**config.mk**
```make
export PLATFORM = sky130hd
export DESIGN_NAME = fir_frame_ctrl_flat
export DESIGN_NICKNAME = d
export VERILOG_FILES = /design/src/rtl/fir_pkg.sv /design/src/rtl/fir_frame_ctrl_if.sv /design/src/rtl/fir_frame_ctrl_sync_2ff.sv /design/src/rtl/fir_frame_ctrl.sv /design/src/flat_wrapper.sv
export SDC_FILE = /design/constraint.sdc
export NUM_CORES = 1
export LEC_CHECK = 0
export ABC_CLOCK_PERIOD_IN_PS = 6920
export CAP_MARGIN = 0
export CORE_MARGIN = 4
export CORE_UTILIZATION = 60
export DETAILED_ROUTE_END_ITERATION = 8
export GPL_TIMING_DRIVEN = 0
export PLACE_DENSITY = 0.86
export SYNTH_ARGS = -nofsm -noshare
export SYNTH_HDL_FRONTEND = slang
export SYNTH_SLANG_ARGS = --single-unit
```
**constraint.sdc**
```tcl
create_clock -name clk -period 6.92 [get_ports clk]
set_input_delay 1.038 -clock clk [delete_from_list [all_inputs] [get_ports clk]]
set_output_delay 1.038 -clock clk [all_outputs]
set_load 0.005 [all_outputs]
```
**src/rtl/fir_pkg.sv**
```systemverilog
// Shared types and constants for the 3x3 FIR frame sequencing controller.
package fir_pkg;

  localparam int unsigned MAX_WIDTH_DEF = 2048;
  localparam int unsigned COEF_W        = 3;

  // Controller states: waiting for a first frame, measuring geometry, locked.
  typedef enum logic [1:0] {
    ST_IDLE    = 2'd0,
    ST_MEASURE = 2'd1,
    ST_RUN     = 2'd2
  } state_e;

  // Bit positions inside border_o = {top, bottom, left, right}.
  localparam int unsigned BRD_TOP    = 3;
  localparam int unsigned BRD_BOTTOM = 2;
  localparam int unsigned BRD_LEFT   = 1;
  localparam int unsigned BRD_RIGHT  = 0;

  // Preset 0 is the identity kernel used until the first lock.
  localparam logic [COEF_W-1:0] COEF_IDENTITY = 3'd0;

  // Video timing strobes travelling together through the one-cycle delay.
  typedef struct packed {
    logic dv;
    logic hs;
    logic vs;
  } timing_t;

endpackage

```
**src/rtl/fir_frame_ctrl_if.sv**
```systemverilog
// Video timing in, sequencing/control out, between rgb2y and the FIR datapath.
interface fir_frame_ctrl_if
  import fir_pkg::*;
#(
  parameter int unsigned AW = 11
) ();

  logic              dv_i;
  logic              hs_i;
  logic              vs_i;
  logic [COEF_W-1:0] coef_sel_i;

  logic              dv_o;
  logic              hs_o;
  logic              vs_o;
  logic [AW-1:0]     col_o;
  logic [AW-1:0]     row_o;
  logic [AW-1:0]     lb_addr_o;
  logic              lb_we_o;
  logic [3:0]        border_o;
  logic [COEF_W-1:0] coef_sel_o;
  logic [AW-1:0]     frame_w_o;
  logic [AW-1:0]     frame_h_o;
  logic              locked_o;
  logic              err_o;

  modport master (
    output dv_i, hs_i, vs_i, coef_sel_i,
    input  dv_o, hs_o, vs_o, col_o, row_o, lb_addr_o, lb_we_o, border_o,
           coef_sel_o, frame_w_o, frame_h_o, locked_o, err_o
  );

  modport slave (
    input  dv_i, hs_i, vs_i, coef_sel_i,
    output dv_o, hs_o, vs_o, col_o, row_o, lb_addr_o, lb_we_o, border_o,
           coef_sel_o, frame_w_o, frame_h_o, locked_o, err_o
  );

endinterface

```
**src/rtl/fir_frame_ctrl_sync_2ff.sv**
```systemverilog
// Two-flop synchronizer for slow, frame-asynchronous control bits.
module sync_2ff #(
  parameter int unsigned W = 1
) (
  input  logic         clk,
  input  logic         rst_n,
  input  logic [W-1:0] d,
  output logic [W-1:0] q
);

  logic [W-1:0] meta;

  // Two back-to-back flops; the first may go metastable, the second settles.
  always_ff @(posedge clk or negedge rst_n) begin
    if (!rst_n) begin
      meta <= '0;
      q    <= '0;
    end else begin
      meta <= d;
      q    <= meta;
    end
  end

endmodule

```
**src/rtl/fir_frame_ctrl.sv**
```systemverilog
// Frame sequencing for the 3x3 FIR: pixel position, geometry lock,
// line-buffer control, border flags and frame-aligned preset switching.
module fir_frame_ctrl
  import fir_pkg::*;
#(
  parameter int unsigned MAX_WIDTH = MAX_WIDTH_DEF,
  parameter int unsigned AW        = $clog2(MAX_WIDTH)
) (
  input logic           clk,
  input logic           rst_n,
  fir_frame_ctrl_if.slave bus
);

  localparam logic [AW-1:0] COL_MAX = AW'(MAX_WIDTH - 1);

  timing_t           tim_q, tim_n;
  state_e            state_q, state_n;
  logic [AW-1:0]     col_cnt_q, col_cnt_n;
  logic [AW-1:0]     row_cnt_q, row_cnt_n;
  logic [AW-1:0]     w_cur_q, w_cur_n;
  logic [AW-1:0]     fw_q, fw_n;
  logic [AW-1:0]     fh_q, fh_n;
  logic [AW-1:0]     col_q, row_q;
  logic [AW-1:0]     pix_col, pix_row;
  logic              full_q, full_n;
  logic              err_q, err_n;
  logic              fs, le, match, fs_q;
  logic [3:0]        border_q, border_n;
  logic              we_q, we_n;
  logic              locked_q;
  logic [COEF_W-1:0] coef_sync, coef_q, coef_n;

  sync_2ff #(.W(COEF_W)) u_coef_sync (
    .clk   (clk),
    .rst_n (rst_n),
    .d     (bus.coef_sel_i),
    .q     (coef_sync)
  );

  // Event detection, counters, geometry tracking, FSM next state and outputs.
  always_comb begin
    tim_n     = '{dv: bus.dv_i, hs: bus.hs_i, vs: bus.vs_i};
    fs        = bus.vs_i & ~tim_q.vs;
    le        = tim_q.dv & ~bus.dv_i;
    // A frame start wins over everything: the coincident pixel is (0,0).
    pix_col   = fs ? '0 : col_cnt_q;
    pix_row   = fs ? '0 : row_cnt_q;
    col_cnt_n = pix_col;
    full_n    = full_q & ~fs;
    // full_q marks that column MAX_WIDTH-1 was already used in this line.
    err_n     = ~fs & (err_q | (bus.dv_i & full_q));
    if (bus.dv_i) begin
      if (pix_col == COL_MAX) begin
        full_n = 1'b1;
      end else begin
        col_cnt_n = pix_col + AW'(1);
      end
    end else if (le) begin
      col_cnt_n = '0;
      full_n    = 1'b0;
    end
    row_cnt_n = fs ? '0 : (le ? row_cnt_q + AW'(1) : row_cnt_q);
    // A full MAX_WIDTH line wraps to 0, which still decodes right at MAX_WIDTH-1.
    w_cur_n   = le ? col_q + AW'(1) : w_cur_q;
    fw_n      = fs ? w_cur_q   : fw_q;
    fh_n      = fs ? row_cnt_q : fh_q;
    match     = ~err_q & (w_cur_q == fw_q) & (row_cnt_q == fh_q);

    state_n = state_q;
    case (state_q)
      ST_IDLE:    if (fs)           state_n = ST_MEASURE;
      ST_MEASURE: if (fs && match)  state_n = ST_RUN;
      ST_RUN:     if (fs && !match) state_n = ST_MEASURE;
      default:                      state_n = ST_IDLE;
    endcase

    border_n = '0;
    if (bus.dv_i) begin
      border_n[BRD_TOP]    = (pix_row == '0);
      border_n[BRD_BOTTOM] = (state_n == ST_RUN) && (pix_row == fh_n - AW'(1));
      border_n[BRD_LEFT]   = (pix_col == '0);
      border_n[BRD_RIGHT]  = (state_n == ST_RUN) && (pix_col == fw_n - AW'(1));
    end
    we_n = bus.dv_i & ~err_n & (state_n != ST_IDLE);

    // Preset swaps the cycle after a frame start that left the FSM in RUN.
    coef_n = (fs_q && (state_q == ST_RUN)) ? coef_sync : coef_q;
  end

  // State, counters and all registered outputs.
  always_ff @(posedge clk or negedge rst_n) begin
    if (!rst_n) begin
      tim_q     <= '0;
      state_q   <= ST_IDLE;
      col_cnt_q <= '0;
      row_cnt_q <= '0;
      w_cur_q   <= '0;
      fw_q      <= '0;
      fh_q      <= '0;
      col_q     <= '0;
      row_q     <= '0;
      full_q    <= 1'b0;
      err_q     <= 1'b0;
      fs_q      <= 1'b0;
      border_q  <= '0;
      we_q      <= 1'b0;
      locked_q  <= 1'b0;
      coef_q    <= COEF_IDENTITY;
    end else begin
      tim_q     <= tim_n;
      state_q   <= state_n;
      col_cnt_q <= col_cnt_n;
      row_cnt_q <= row_cnt_n;
      w_cur_q   <= w_cur_n;
      fw_q      <= fw_n;
      fh_q      <= fh_n;
      col_q     <= pix_col;
      row_q     <= pix_row;
      full_q    <= full_n;
      err_q     <= err_n;
      fs_q      <= fs;
      border_q  <= border_n;
      we_q      <= we_n;
      locked_q  <= (state_n == ST_RUN);
      coef_q    <= coef_n;
    end
  end

  assign bus.dv_o       = tim_q.dv;
  assign bus.hs_o       = tim_q.hs;
  assign bus.vs_o       = tim_q.vs;
  assign bus.col_o      = col_q;
  assign bus.row_o      = row_q;
  assign bus.lb_addr_o  = col_q;
  assign bus.lb_we_o    = we_q;
  assign bus.border_o   = border_q;
  assign bus.coef_sel_o = coef_q;
  assign bus.frame_w_o  = fw_q;
  assign bus.frame_h_o  = fh_q;
  assign bus.locked_o   = locked_q;
  assign bus.err_o      = err_q;

endmodule
```
**src/flat_wrapper.sv**
```systemverilog
// flat-port wrapper written by rule: the top's interface ports become plain ports
module fir_frame_ctrl_flat import fir_pkg::*;
#(
  parameter int unsigned MAX_WIDTH = MAX_WIDTH_DEF,
  parameter int unsigned AW        = $clog2(MAX_WIDTH)
)
  (clk, rst_n, bus_dv_i, bus_hs_i, bus_vs_i, bus_coef_sel_i, bus_dv_o, bus_hs_o, bus_vs_o, bus_col_o, bus_row_o, bus_lb_addr_o, bus_lb_we_o, bus_border_o, bus_coef_sel_o, bus_frame_w_o, bus_frame_h_o, bus_locked_o, bus_err_o);
  fir_frame_ctrl_if #(.AW(AW)) bus_i ();
  input logic clk;
  input logic rst_n;
  input wire logic [$bits(bus_i.dv_i)-1:0] bus_dv_i;
  input wire logic [$bits(bus_i.hs_i)-1:0] bus_hs_i;
  input wire logic [$bits(bus_i.vs_i)-1:0] bus_vs_i;
  input wire logic [$bits(bus_i.coef_sel_i)-1:0] bus_coef_sel_i;
  output wire logic [$bits(bus_i.dv_o)-1:0] bus_dv_o;
  output wire logic [$bits(bus_i.hs_o)-1:0] bus_hs_o;
  output wire logic [$bits(bus_i.vs_o)-1:0] bus_vs_o;
  output wire logic [$bits(bus_i.col_o)-1:0] bus_col_o;
  output wire logic [$bits(bus_i.row_o)-1:0] bus_row_o;
  output wire logic [$bits(bus_i.lb_addr_o)-1:0] bus_lb_addr_o;
  output wire logic [$bits(bus_i.lb_we_o)-1:0] bus_lb_we_o;
  output wire logic [$bits(bus_i.border_o)-1:0] bus_border_o;
  output wire logic [$bits(bus_i.coef_sel_o)-1:0] bus_coef_sel_o;
  output wire logic [$bits(bus_i.frame_w_o)-1:0] bus_frame_w_o;
  output wire logic [$bits(bus_i.frame_h_o)-1:0] bus_frame_h_o;
  output wire logic [$bits(bus_i.locked_o)-1:0] bus_locked_o;
  output wire logic [$bits(bus_i.err_o)-1:0] bus_err_o;
  assign bus_i.dv_i = bus_dv_i;
  assign bus_i.hs_i = bus_hs_i;
  assign bus_i.vs_i = bus_vs_i;
  assign bus_i.coef_sel_i = bus_coef_sel_i;
  assign bus_dv_o = bus_i.dv_o;
  assign bus_hs_o = bus_i.hs_o;
  assign bus_vs_o = bus_i.vs_o;
  assign bus_col_o = bus_i.col_o;
  assign bus_row_o = bus_i.row_o;
  assign bus_lb_addr_o = bus_i.lb_addr_o;
  assign bus_lb_we_o = bus_i.lb_we_o;
  assign bus_border_o = bus_i.border_o;
  assign bus_coef_sel_o = bus_i.coef_sel_o;
  assign bus_frame_w_o = bus_i.frame_w_o;
  assign bus_frame_h_o = bus_i.frame_h_o;
  assign bus_locked_o = bus_i.locked_o;
  assign bus_err_o = bus_i.err_o;
  fir_frame_ctrl #(.MAX_WIDTH(MAX_WIDTH), .AW(AW)) u_core (.clk(clk), .rst_n(rst_n), .bus(bus_i));
endmodule
```
# Yosys cells after proc, flatten, opt, wreduce, memory -nomap -nowiden
# Index checks and enable logic that the tools add are counted.
[word_totals]
register_bits = 100
output_inout_bits = 68
rom_bits = 0
elab_cells = 76
ramBits = 0
n_memories = 0
in_bits = 8
latchBits = 0
[op_classes]
n_mul = 0
n_shift = 0
addsub = 5
div = 0
bitwise = 15
eq_ne = 8
magnitude_cmp = 0
mux = 17
reduce_logical = 11
[ops]
columns = ["cell", "n"]
rows = [
  ["$mux W11", 9],
  ["$eq A11 B11 Y1", 4],
  ["$add A11 B1 Y11 const B", 3],
  ["$logic_not A11 Y1", 2],
  ["$sub A11 B1 Y11 const B", 2],
  ["$eq A11 B11 Y1 const B", 1],
  ["$and A1 B1 Y1", 9],
  ["$mux W2", 3],
  ["$pmux W2 S3", 1],
  ["$logic_and A1 B1 Y1", 5],
  ["$not A1 Y1", 5],
  ["$eq A2 B2 Y1 const B", 2],
  ["$mux W4", 1],
  ["$reduce_bool A2 Y1", 2],
  ["$mux W1", 3],
  ["$eq A2 B1 Y1 const B", 1],
  ["$logic_not A2 Y1", 1],
  ["$logic_not A1 Y1", 1],
  ["$or A1 B1 Y1", 1],
]

# Depth between registers and ports, before layout
# Gate-level depths: netlist of the first run.
[logic_depth]
ltp_word = 10
mapped_depth = 14
depth_no_buf = 11

# By module
# A second synthesis of the first run with hierarchy kept.
[hier_totals]
hier_cells = 557
hier_area_um2 = 5282.6
[by_module_without_submodules]
columns = ["mod", "area_per_inst_um2", "instances", "seq_area_each_um2", "cells_each"]
rows = [
  ["fir_frame_ctrl", 5132.4, 1, 2352.3, 551],
  ["sync_2ff", 150.1, 1, 150.1, 6],
]

# Worst setup path after synthesis of the first run
# OpenSTA, ideal clock, no wires.
[synth_path]
path_kind = "input to register"
startpoint = "in bus_vs_i"
endpoint = "reg u_core.border_q[2] (netlist: u_core.bus.border_o[2])"
slack_ps = 3440
t_arrival_ps = 3382
t_required_ps = 6822
path_buffers = 3
setup_ps = 98
path_stages = 13
cell_sequence = "nand2b_4 inv_2 buf_6 buf_2 buf_1 mux2i_1 ha_1 nor4b_1 and3_1 a31o_1 a222oi_1 a311oi_1 nor4bb_2"
[synth_via]
elab_chain_cells = 7
elab_cells_between_ends = 14
cone_classes = "1 x add/sub; 2 x eq/ne; 7 x mux; 1 x bitwise; 3 x reduce/logical"
[synth_lines]
columns = ["item", "line_no", "text"]
rows = [
  ["start, declared", "flat_wrapper.sv:13", "input wire logic [$bits(bus_i.vs_i)-1:0] bus_vs_i;"],
  ["$and A1 B1 Y1 *", "fir_frame_ctrl.sv:43", "fs = bus.vs_i & ~tim_q.vs;"],
  ["parallel branches: the longest is 4 deep, another holds $sub A11 B1 Y11", "-", ""],
  ["$logic_and A1 B1 Y1 *", "fir_frame_ctrl.sv:80", "border_n[BRD_BOTTOM] = (state_n == ST_RUN) && (pix_row == fh_n - AW'(1));"],
  ["$mux W4 *", "fir_frame_ctrl.sv:78", "if (bus.dv_i) begin"],
  ["via u_core.border_n[2]", "fir_frame_ctrl.sv:28", "logic [3:0] border_q, border_n;"],
  ["end signal, assigned", "fir_frame_ctrl.sv:122", "border_q <= border_n;"],
  ["end, declared", "fir_frame_ctrl.sv:28", ""],
]
# Mark *: on every way through the listed nets, which the timed path passes.
# A chain may end at the register's enable or synchronous reset.

# Worst setup path after layout of the first run
# Ends and elaborated chain as after synthesis.

==> key figures, run 1 <==
Setup path
  – R2R depth: 13
  – Slowest cell on crit path: clkdlybuf4s50_1
  – CP Capture Type: flop
  – Worst-path maximum fanout: 10
  – CP cell instances: clkdlybuf4s50_1 -> nand2b_4 -> inv_2 -> buf_6 -> buf_2 -> buf_1 -> mux2i_1 -> ha_1 -> nor4b_1 -> and3_1 -> a31o_1 -> a222oi_1 -> a311oi_1 -> nor4bb_2
  – Worst EP arrival: roughly 4700 ps
  – Worst reg2reg startpoint: u_core.bus.vs_o
  – Crit Path Category: in2reg
  – R2R setup slack: around 3200 ps
  – Delay-heaviest family, CP: buffers and inverters
  – Worst R2R End: u_core.bus.border_o[2]
  – Startpoint type of the worst setup path: primary input
  – Worst Path Buf+Inv: 5
  – Slowest cell delay on critical path: slightly below 600 ps
  – Required @ worst endpoint: slightly above 7000 ps

Placement
  – GPL Wtd Cong: a little over 0.9
  – PortBufs: 75
  – Area after DPL: between 0.006 and 0.007 mm^2
  – Post-Place Worst Slack: approximately 2200 ps
  – Detail Placement HPWL: slightly above 10 mm

Detailed routing
  – DRC viols: 0
  – Routed len/inst: 18.4 um
  – Initial DRC Count: 367
  – Total wire length: roughly 14 mm
  – ANT nets after route: 0
  – DR pass1 iterations: 5
  – Vias: roughly 4400
  – Drt via density: between 5 and 6

Power and ir drop
  – Switch share: 0.331
  – VDD IR-drop max: 180 uV
  – NetSw: 0.000484 W
  – Tot Pwr: between 0.001 and 0.0015 W
  – Flop pwr share: 0.464
  – Gate power share: 0.275
  – Power per cell area: roughly 220 mW/mm^2
  – Pint: around 0.001 W
  – Power share of the clock group: 0.261
  – LEAKAGE: approximately 3.3 nW

Clocking
  – Hold Buf Count CTS: 0
  – TritonCTS clock tree: built
  – Clock sinks: 100
  – Clock slew at reported path FFs: between 100 and 150 ps
  – Maximum root-to-sink buffer count: 2
  – Clk root buf: clkbuf_8
  – CTS Buf Count: 9
  – Post-CTS resize count: 0
  – Clk_lat worst skew: 390 ps
  – Htree depth: 3
  – Post-CTS setup buffer count: 0

GRT
  – Vias in the first global route: 4436
  – First-pass GRT wire length: between 20 and 25 mm
  – Gr usage total: 0.265
  – GR Overflow Total: 0
  – Largest net degree at the start of global routing: 76
  – Initial antenna violation count: 0

Synthesis
  – Top FF cell, synth: dfrtp_1
  – Synth cell types: 75
  – Asr flop ratio synth: 1.00
  – Post-synth top area cell: dfrtp_1
  – Synth Warn #: 0
  – Post-synth EDFFs: 0
  – Yosys reg bits: 100
  – Part of the Yosys area used for sequential elements: 0.453
  – Syn Std Cell Area: ~0.0055 mm^2
  – Area contributors post-synth: dfrtp_1 (45%), xor2_1 (6.3%), nand2_1 (5.1%), mux2i_1 (3.8%), xnor2_1 (3.5%)
  – Synthesized area per cell: 9.96 um^2
  – Area share of the largest cell type after synthesis: 0.453
  – Gate Count Post-Synth: approximately 550
  – Syn_nets: 568

Timing
  – Total negative slack: 0 ps
  – Peak Freq: roughly 0.22 GHz
  – Setup ws final: ~2500 ps
  – Final Hold Viols: 0
  – Worst Skew: between 10 and 15 ps
  – Fin. max-slew vios: 0
  – Final setup viols: 0
  – Unrepaired setup endpoints after global routing: false
  – Tmin final: about 4400 ps
  – Least-Margin Pin Slew: ~710 ps
  – Max-slew headroom: 0.528
  – Fin crit share: 0.643

Final layout
  – Register Area: roughly 0.0025 mm^2
  – ANT cells: 0
  – Multi-input logic area: approximately 0.0027 mm^2
  – Cell area after layout: 0.00664 mm^2
  – Area Overhead vs Synth: 20.3%
  – Final Util: 0.750
  – Final net count: ~660
  – Layout cells sized above 1: 0.118
  – Filler cell count: approximately 610

Floorplan
  – # rows: 34
  – CORE AREA: approximately 0.0088 mm^2
  – Die height: around 100 um
  – I/O pin total: 76
  – Die Area: roughly 0.011 mm^2
  – DIE WIDTH: 104 um
  – Initial core utilization: 0.624

Worst hold path
  – Min-Delay Path Class: reg2reg
  – Hold Startpoint: u_core.u_coef_sync.meta[1]
  – Hold Path Sink: u_core.u_coef_sync.q[1]
  – Hold-critical path depth: 0

Flow run
  – Max-Cap Viols: 0

Status
  – Run status: finished, final reports clean
[layout by cell type (no fill, tap or decap), types with 3 or more instances in the layout]
| cell | instances |
|---|---|
| dfrtp_1 | 100 |
| nand2_1 | 75 |
| clkdlybuf4s50_1 | 74 |
| xor2_1 | 40 |
| nor2_1 | 33 |
| xnor2_1 | 22 |
| o21ai_0 | 22 |
| mux2i_1 | 21 |
| and2_1 | 17 |
| inv_1 | 16 |
| a21oi_1 | 15 |
| nand3_1 | 14 |
| buf_4 | 13 |
| clkbuf_1 | 12 |
| and3_1 | 12 |
| nand4_1 | 10 |
| mux2_2 | 9 |
| clkbuf_8 | 9 |
| buf_2 | 8 |
| nor3_1 | 8 |
| buf_6 | 6 |
| nor4_1 | 6 |
| or3_1 | 6 |
| ha_1 | 6 |
| nand2b_1 | 5 |
| buf_1 | 4 |
| o21a_1 | 4 |
| o31ai_1 | 4 |
| a21o_1 | 3 |
| nor3b_1 | 3 |
| a32oi_1 | 3 |
| clkinv_8 | 3 |
[power by group through the flow]
stage	Sequential [W]	Combinational, W	Clock, W
6_report	0.000678	0.000402	0.000381
5_1_grt	0.000684	0.000440	0.000411
4_1_cts	0.000676	0.000400	0.000385
3_5_place_dp	0.000688	0.000397	0
3_3_place_gp	0.000686	0.000385	0
2_1_floorplan	0.000678	0.000257	0
[routing by layer]
metal  GRT usage  vias to the layer above  part of all wire
li1            -                     2071                 -
met5           0                        -                 0
met3      0.0323                       25             0.069
met1       0.380                     2160              0.44
met4      0.0969                        0             0.020
met2       0.419                      185              0.47
[cells in the mapped netlist (3+ instances only)]
master / count
nor3b_1: 3
nand4_1: 10
and2_1: 17
nor2_1: 33
nand2_1: 75
xor2_1: 40
o21a_1: 4
buf_2: 8
a32oi_1: 3
o31ai_1: 4
nor4_1: 6
o21ai_0: 22
mux2_2: 9
buf_4: 12
mux2i_1: 21
buf_1: 4
dfrtp_1: 100
buf_6: 6
and3_1: 12
or3_1: 6
clkbuf_1: 12
nand2b_1: 5
xnor2_1: 22
a21o_1: 3
a21oi_1: 15
nand3_1: 14
inv_1: 16
ha_1: 6
nor3_1: 8
[final cells by class]
type                    count  area share
inverters                  17     0.00961
well taps                 108      0.0204
multi-input cells         394       0.403
plain buffers              43      0.0418
clock inverters             7      0.0126
clock buffers               9      0.0187
repair buffers             76       0.117
flip-flops and latches    100       0.377
[worst reg2reg max path, stage by stage (launching register included)]
cell      delay (ps)
dfrtp_1          440
nand2b_4         170
inv_2             60
buf_6            160
buf_2            260
buf_1            480
mux2i_1          300
ha_1             320
nor4b_1          500
and3_1           250
a31o_1           130
a222oi_1         110
a311oi_1         250
nor4bb_2         230
[metrics by stage]
step	instances	hold slack [ps]
final	754	358
after global placement	737	332
after floorplan	554	331
after detailed placement	738	335
after CTS	754	361
after global routing	754	365
[registers in the layout, summed over array words and instances, names as in the netlist, 2 cells and up]
name,count
u_core.bus.coef_sel_o,3
u_core.w_cur_q,11
u_core.bus.col_o,11
u_core.bus.row_o,11
u_core.bus.border_o,4
u_core.col_cnt_q,11
u_core.bus.frame_w_o,11
u_core.bus.frame_h_o,11
u_core.u_coef_sync.meta,3
u_core.state_q,2
u_core.u_coef_sync.q,3
u_core.row_cnt_q,11
[logic make-up after synthesis]
kind of cell	count (synthesis)	synth area share
compound gates	81	0.102
xor+xnor	63	0.102
fa+ha+maj	6	0.0136
buf+inv	60	0.0619
flops	100	0.453
mux	34	0.0685
simple gates	210	0.198
[how the worst max path moves through the flow]
stage                        start                      to  cells after the start
final                     bus_vs_i  u_core.bus.border_o[2]                     14
after global placement       rst_n  u_core.bus.border_o[2]                      1
after detailed placement  bus_vs_i  u_core.bus.border_o[2]                     14
after floorplan           bus_vs_i  u_core.bus.border_o[2]                     13
after global routing      bus_vs_i  u_core.bus.border_o[2]                     14
after CTS                 bus_vs_i  u_core.bus.border_o[2]                     14
No activity file was read; power rests on OpenSTA's default activity.
==> run 2, diff against run 1 <==
--- a/config.mk
+++ b/config.mk
@@ -5,13 +5,13 @@
 export SDC_FILE = /design/constraint.sdc
 export NUM_CORES = 1
 export LEC_CHECK = 0
-export ABC_CLOCK_PERIOD_IN_PS = 6920
+export ABC_CLOCK_PERIOD_IN_PS = 4120
 export CAP_MARGIN = 0
 export CORE_MARGIN = 4
-export CORE_UTILIZATION = 60
+export CORE_UTILIZATION = 55
 export DETAILED_ROUTE_END_ITERATION = 8
 export GPL_TIMING_DRIVEN = 0
-export PLACE_DENSITY = 0.86
+export PLACE_DENSITY = 0.8
 export SYNTH_ARGS = -nofsm -noshare
 export SYNTH_HDL_FRONTEND = slang
 export SYNTH_SLANG_ARGS = --single-unit
==> constraint.sdc (replaced) <==
create_clock -name clk -period 4.12 [get_ports clk]
set_input_delay 0.618 -clock clk [delete_from_list [all_inputs] [get_ports clk]]
set_output_delay 0.618 -clock clk [all_outputs]
set_load 0.005 [all_outputs]
==> key figures, run 2 (same netlist as run 1, synthesis figures left out) <==
Clocking
  – Maximum root-to-sink buffer count: 2
  – Post-CTS setup buffer count: 0
  – CTS Buf Count: 9
  – Htree depth: 3
  – Clock sinks: 100
  – Clk_lat worst skew: around 370 ps
  – TritonCTS clock tree: built
  – Clock slew at reported path FFs: between 100 and 150 ps
  – Clk root buf: clkbuf_8

GRT
  – First-pass GRT wire length: 23.0 mm
  – Initial antenna violation count: 0
  – GR Overflow Total: 0
  – Gr usage total: 0.253
  – Largest net degree at the start of global routing: between 70 and 80
  – Vias in the first global route: approximately 4400

Final layout
  – ANT cells: 0
  – Most common cell after layout, fill and taps aside: dfrtp_1
  – Layout cells sized above 1: 0.119
  – Filler cell count: 767
  – Commonest cells after routing, fill and taps aside: dfrtp_1 (100), nand2_1 (75), clkdlybuf4s50_1 (74)
  – Register Area: 0.00250 mm^2
  – Final net count: 655
  – Multi-input logic area: 0.00268 mm^2
  – Area Overhead vs Synth: 20.9%

Detailed routing
  – ANT nets after route: 0
  – Routed len/inst: around 18 um
  – Total wire length: about 14 mm
  – DR pass1 iterations: 5
  – Vias: roughly 4500
  – Initial DRC Count: 340
  – DRC viols: 0
  – Drt via density: between 5 and 6

Setup path
  – Worst EP arrival: 4200 ps
  – CP Capture Type: flop
  – Slowest cell on crit path: clkdlybuf4s50_1
  – Worst reg2reg startpoint: u_core.bus.vs_o
  – Startpoint type of the worst setup path: primary input
  – Delay-heaviest family, CP: buffers and inverters
  – Slowest cell delay on critical path: 600 ps
  – Worst R2R End: u_core.bus.border_o[2]
  – CP cell instances: clkdlybuf4s50_1 -> nand2b_4 -> inv_2 -> buf_6 -> buf_2 -> clkbuf_2 -> mux2i_1 -> ha_1 -> nor4b_1 -> and3_1 -> a31o_1 -> a222oi_1 -> a311oi_1 -> nor4bb_2
  – Worst Path Buf+Inv: 5
  – R2R setup slack: between 500 and 600 ps
  – Required @ worst endpoint: about 4400 ps
  – R2R depth: 13
  – Worst-path maximum fanout: 10
  – Crit Path Category: in2reg

Timing
  – Unrepaired setup endpoints after global routing: false
  – Final setup viols: 0
  – Max-slew headroom: 0.490
  – Tmin final: 3930 ps
  – Worst Skew: 11.5 ps
  – Fin. max-slew vios: 0
  – Final Hold Viols: 0
  – Fin Hold WS: 143 ps
  – Peak Freq: roughly 0.25 GHz
  – Fin crit share: 0.953
  – Total negative slack: 0 ps
  – Least-Margin Pin Slew: 765 ps

Floorplan
  – # rows: 36
  – DIE WIDTH: roughly 110 um
  – Initial core utilization: 0.565
  – I/O pin total: 76
  – Die height: 108 um
  – Die Area: approximately 0.012 mm^2
  – CORE AREA: slightly below 0.01 mm^2

Worst hold path
  – Min-Delay Path Class: in2async

Status
  – Run status: finished, final reports clean

Power and ir drop
  – VDD IR-drop max: around 280 uV
  – LEAKAGE: ~3.3 nW
  – Power per cell area: between 300 and 400 mW/mm^2

Placement
  – GPL Wtd Cong: 0.918
  – Detail Placement HPWL: around 10 mm
  – PortBufs: 75

Flow run
  – Max-Cap Viols: 0
## run 2: worst max path at each step
stage	cells past startpoint	endpoint	start	slack, ps
6_report	14	u_core.bus.border_o[2]	bus_vs_i	190
5_1_grt	14	u_core.bus.border_o[2]	bus_vs_i	9
4_1_cts	14	u_core.bus.border_o[2]	bus_vs_i	150
3_5_place_dp	14	u_core.bus.border_o[2]	bus_vs_i	-210
3_3_place_gp	1	u_core.bus.border_o[1]	rst_n	-1210
2_1_floorplan	13	u_core.bus.border_o[2]	bus_vs_i	1060
## run 2: power by group
part	leakage [nW]	internal (W)	switching, W	total (W)
Combinational	1.81	0.000344	0.000336	0.000680
Clock	0.105	0.000304	0.000361	0.000665
Sequential	1.34	0.00106	0.0000800	0.00114
Total	3.26	0.00170	0.000777	0.00248
## run 2: cell type report
cell class / count / share of cell area
clock buffer: 10 / 0.0206
clock inverter: 6 / 0.0107
multi-input combinational: 394 / 0.401
sequential: 100 / 0.375
inverter: 17 / 0.00956
timing repair buffer: 76 / 0.116
buffer: 43 / 0.0418
tap: 133 / 0.0249
## run 2: per-layer routing
metal	GRT usage	share of wire	vias to the layer above	wire [um]
met1	0.360	0.43	2165	6110
li1	-	-	2071	-
met2	0.403	0.48	195	6700
met3	0.0310	0.066	32	930
met4	0.0866	0.022	0	307
met5	0	0	-	0
## run 2: stage by stage
step	instances	power [W]	util	instance area (um^2)	worst slack, ps
after detailed placement	763	0.00183	0.661	6460	-215
after global routing	779	0.00262	0.683	6670	8.62
after CTS	779	0.00249	0.682	6670	154
final	779	0.00248	0.683	6670	192
after global placement	762	0.00181	0.658	6440	-1210
after floorplan	554	0.00157	-	5520	1060
## run 2: timing repair
action | CTS | global route
setup endpoints to repair | 0 | 1
gates resized for setup | 0 | 1
hold buffers | 0 | 0
